===== src/rtl/dpf_trace_gen.sv =====
`default_nettype none
// +--------------------------------------------------------------------------+
// | Module   : dpf_trace_gen                                                 |
// | Purpose  : Emits (current, next) state pairs of the dynamic-partition    |
// |            fixpoint transition system on a valid/ready stream.           |
// |            Optional macro DPF_TRACE_GEN_INIT_CHECK_EN: accept start only |
// |            from the all-zero initial state and pulse err otherwise.      |
// | Revision : 1.0 - initial release                                         |
// +--------------------------------------------------------------------------+
module dpf_trace_gen #(
  parameter int CNT_W = 3,
  parameter int STEPS = 16
) (
  input  logic                 clk,
  input  logic                 rst,
  input  logic                 start,
  input  logic [CNT_W-1:0]     init_a,
  input  logic [CNT_W-1:0]     init_b,
  input  logic [1:0]           init_ph,
  output logic                 out_valid,
  input  logic                 out_ready,
  output logic [2*CNT_W+1:0]   out_state,
  output logic [2*CNT_W+1:0]   out_next,
  output logic                 busy,
  output logic                 done,
  output logic                 err
);

  localparam logic [15:0] C_LAST_STEP = 16'(STEPS - 1);

  typedef enum logic [1:0] {
    S_IDLE = 2'd0,
    S_EMIT = 2'd1,
    S_DONE = 2'd2
  } state_t;

  state_t            state_q, state_d;
  logic [CNT_W-1:0]  a_q, a_d;
  logic [CNT_W-1:0]  b_q, b_d;
  logic [1:0]        ph_q, ph_d;
  logic [15:0]       step_q, step_d;

  logic              w_mode;
  logic [CNT_W-1:0]  w_a_nxt;
  logic [CNT_W-1:0]  w_b_nxt;
  logic [1:0]        w_ph_nxt;
  logic              w_init_ok;
  logic              w_handshake;

`ifdef DPF_TRACE_GEN_INIT_CHECK_EN
  // Only the all-zero initial state is a legal antecedent for the checker.
  assign w_init_ok = (init_a == '0) && (init_b == '0) && (init_ph == 2'b00);
`else
  assign w_init_ok = 1'b1;
`endif

  // Successor of the registered state; phase is a 2-bit Johnson counter.
  always_comb begin
    w_mode   = ph_q[1] ^ ph_q[0];
    w_a_nxt  = a_q;
    w_b_nxt  = b_q;
    if (w_mode) begin
      w_b_nxt = b_q + 1'b1;
    end else begin
      w_a_nxt = a_q + 1'b1;
    end
    w_ph_nxt = {ph_q[0], ~ph_q[1]};
  end

  assign out_state   = {ph_q, b_q, a_q};
  assign out_next    = {w_ph_nxt, w_b_nxt, w_a_nxt};
  assign out_valid   = (state_q == S_EMIT);
  assign busy        = (state_q == S_EMIT);
  assign done        = (state_q == S_DONE);
  assign w_handshake = out_valid & out_ready;

  // Next-state logic: run control, state loading and stepping.
  always_comb begin
    state_d = state_q;
    a_d     = a_q;
    b_d     = b_q;
    ph_d    = ph_q;
    step_d  = step_q;
    unique case (state_q)
      S_IDLE: begin
        if (start && w_init_ok) begin
          a_d     = init_a;
          b_d     = init_b;
          ph_d    = init_ph;
          step_d  = 16'd0;
          state_d = S_EMIT;
        end
      end
      S_EMIT: begin
        if (w_handshake) begin
          a_d    = w_a_nxt;
          b_d    = w_b_nxt;
          ph_d   = w_ph_nxt;
          step_d = step_q + 16'd1;
          if (step_q == C_LAST_STEP) begin
            state_d = S_DONE;
          end
        end
      end
      S_DONE: begin
        state_d = S_IDLE;
      end
      default: begin
        state_d = S_IDLE;
      end
    endcase
  end

  // State register; reset clears the trace state so out_next shows (1,0,01).
  always_ff @(posedge clk) begin
    if (rst) begin
      state_q <= S_IDLE;
      a_q     <= '0;
      b_q     <= '0;
      ph_q    <= 2'b00;
      step_q  <= 16'd0;
    end else begin
      state_q <= state_d;
      a_q     <= a_d;
      b_q     <= b_d;
      ph_q    <= ph_d;
      step_q  <= step_d;
    end
  end

`ifdef DPF_TRACE_GEN_INIT_CHECK_EN
  logic err_q;

  // One-cycle pulse after a start that was refused for a non-zero init.
  always_ff @(posedge clk) begin
    if (rst) begin
      err_q <= 1'b0;
    end else begin
      err_q <= (state_q == S_IDLE) && start && !w_init_ok;
    end
  end

  assign err = err_q;
`else
  assign err = 1'b0;
`endif

endmodule
`default_nettype wire


===== config.mk =====
export PLATFORM = sky130hd
export DESIGN_NAME = dpf_trace_gen
export DESIGN_NICKNAME = d
export VERILOG_FILES = /design/src/rtl/dpf_trace_gen.sv
export SDC_FILE = /design/constraint.sdc
export NUM_CORES = 1
export LEC_CHECK = 0
export CAP_MARGIN = 15
export CORE_UTILIZATION = 49
export DETAILED_ROUTE_END_ITERATION = 10
export HOLD_SLACK_MARGIN = 0.03
export PLACE_DENSITY = 0.83
export SYNTH_ARGS = -nofsm -noshare
export SYNTH_HDL_FRONTEND = slang
export SYNTH_SLANG_ARGS = --single-unit

===== constraint.sdc =====
create_clock -name clk -period 2.1 [get_ports clk]
set_clock_uncertainty 0.15 [all_clocks]
set_input_delay 0.525 -clock clk [delete_from_list [all_inputs] [get_ports clk]]
set_output_delay 0.525 -clock clk [all_outputs]
set_load 0.05 [all_outputs]

==> qor.yml <==
via_per_inst: 5.93
fin_crit_sh: 1.03
worstSetupEndpointType: "output pin"
drtAntennaViolNets: 0
fin_area_um2: 2090
fin_crit_ps: 2170
leakage_nw: 0.828
dieArea_um2: 3080
root_buffer: "clkbuf_4"
start_util: 0.513
yosysWarnings: 0
dr.first_iter.drc_count: 57
async_reset_ff_frac: 0
violations: "negative setup slack"
cap_violations: 0
fin_ws_ps: -67.2
pwr-share-seq: 0.392
whs_path_depth: 2
wl_per_cell_um: 16.9
final_common_cell: "buf_4"
path_cells: "xor2_4 > mux2_4 > buf_6"
core_um2: 2730
hold_violations: 0
chipWidth_um: 55.5
criticalPathCategory: "reg -> out"
required_ps: 1420
timing.rr.start: "step_q[1]"
ir_drop_uv: 625
clock_latency_ps: 340
boundaryPins: 32
p_int_uw: 876
grt_pass1_wl_mm: 7.04
pwr-share-clk: 0.192
htree_levels: 1
row_count: 19
hpwl_mm: 2.73
diodes: 0
via_count: 1464
syn_inst: 171
power.total_mw: 1.38
critPathBufInv: 1
outcome: "complete, but fails checks"
reg2reg_to: "step_q[14]"
rsz0062_at_grt: "yes"
fmax_mhz: 461
syn_nets: 186
critPathArrivalTime_ps: 1490
rrSetupSlack_ps: 110
power_density_nw_per_um2: 661
grt_max_degree: 15
swShare: 0.365
syn-cell-area_um2: 1400
min_from: "a_q[1]"
path_delay_family: "flip-flops"
first_pass_iters: 4
ys_seq_area_frac: 0.371
grt_usage: 0.300
route.detailed.drc: 0
antenna_found_initial: 0
postCtsHoldBufs: 0
io_buffers: 30
finalMaxSlewViolations: 0
dp.cells: 239
grt_pass1_vias: 1486
path_max_fanout: 4
critical-path-slowest-cell: "dfxtp_4"
power.switching_uw: 503
setup_viol: 6
grt_overflow: 0
area_delta_synth_final_pct: 49.0
cts_tree: "built"
die_h_um: 55.5
clock_sinks: 26
final_layout_size_suffix_gt1_frac: 0.329
pwr-share-comb: 0.416
gp_congestion: 0.860
syn_avg_cell_area_um2: 8.19
clkTransAtPathRegs_ps: 150
yosysUniqueCellTypes: 38
slowest_delay_ps: 440
fin_cells: 247
crit_path_start_kind: "flip-flop"
fin_nets: 232
ff2ff_path_depth: 5
wirelength_mm: 4.18
synth-edff-count: 0
final_cell_mix: "32 x buf_4, 22 x nor2_1, 22 x dfxtp_1"
place_area_um2: 1920
synth-seq-cells: 26
hold_path_end: "a_q[1]"
synth_flop_cell: "dfxtp_1"
hold_path_class: "reg -> reg"
clock_path_buffers: 2
cts-buffers-inserted: 3
[area by class of cell]
class / instances / area (µm²)
multi-input combinational: 129 / 951
fill: 169 / 646
sequential: 26 / 531
clock buffer: 4 / 36.3
inverter: 5 / 18.8
timing repair buffer: 52 / 513
tap: 31 / 38.8
[synth_stat cells, types with 2 or more instances]
library cell	count	area, µm²
nand3_1	5	25.0
o21ai_0	5	25.0
nor4b_1	3	26.3
xnor2_1	14	123
inv_1	5	18.8
nor4_1	5	31.3
nand2_1	15	56.3
or2_2	2	12.5
a31oi_1	2	12.5
o221a_2	2	22.5
dfxtp_1	26	521
nor2_1	22	82.6
nand3b_1	2	15.0
clkbuf_1	5	18.8
o221ai_1	2	17.5
mux2_2	2	22.5
buf_4	4	30.0
nor3_1	7	35.0
or3_1	4	25.0
a21oi_1	14	70.1
nand4_1	4	25.0
nor3b_1	3	22.5
ha_1	3	37.5
[worst register-to-register path: stages, from the launching register on]
cell	delay (ps)
dfxtp_1	440
ha_1	260
nand2_1	80
or4_4	490
or3_1	340
a21oi_2	160
[how the worst max path moves through the flow]
stage	startpoint	endpoint	slack (ps)	cells past startpoint
after global routing	ph_q[1]	out_next[5]	-110	4
after CTS	ph_q[1]	out_next[4]	-50	3
after detailed placement	out_ready	step_q[15]	-350	5
after global placement	out_ready	step_q[15]	-310	5
final	ph_q[1]	out_next[4]	-70	3
after floorplan	ph_q[1]	out_next[2]	-60	3
[flip-flops by register name, summed over array words and instances (netlist names)]
register and flops:
a_q 3, step_q 16, b_q 3, ph_q 2
state_q 2
[timing repair]
item / CTS / global route
hold endpoints to repair: 0 / 0
setup buffers: 3 / 1
endpoints found under the setup margin: 10 / 12
gates resized for setup: 16 / 7
pin swaps: 1 / 2
[stage by stage]
stage | utilization | worst slack (ps) | hold WS [ps] | TNS (ps)
final | 0.764 | -67.2 | 367 | -238
after global routing | 0.764 | -109 | 407 | -546
after CTS | 0.755 | -47.7 | 364 | -106
after detailed placement | 0.703 | -351 | 343 | -2790
after global placement | 0.703 | -313 | 337 | -2030
after floorplan | - | -62.8 | 308 | -96.4
[routing by layer]
| layer | up-vias | wire length (µm) | track usage |
|---|---|---|---|
| met4 | 0 | 134 | 0.175 |
| met2 | 58 | 2080 | 0.501 |
| met5 | - | 0 | 0 |
| met1 | 701 | 1750 | 0.351 |
| li1 | 692 | - | - |
| met3 | 13 | 217 | 0.0703 |
[cell families after synthesis]
| kind of cell | share of synthesized area |
|---|---|
| other | 0.00268 |
| XOR/XNOR | 0.0938 |
| flip-flops | 0.371 |
| AND/OR/NAND/NOR | 0.304 |
| AO/OA/AOI/OAI | 0.123 |
| adder cells (fa/ha/maj) | 0.0268 |
| buffers and inverters | 0.0545 |
| multiplexers | 0.0232 |
[power groups by stage]
| stage | sequential (mW) | clock, mW | combinational [mW] |
|---|---|---|---|
| finish | 0.540 | 0.265 | 0.574 |
| global route | 0.542 | 0.287 | 0.598 |
| CTS | 0.538 | 0.264 | 0.559 |
| detailed placement | 0.546 | 0 | 0.500 |
| global placement | 0.545 | 0 | 0.492 |
| floorplan | 0.599 | 0 | 0.244 |
Note: power is estimated with default switching activity, not from simulation.
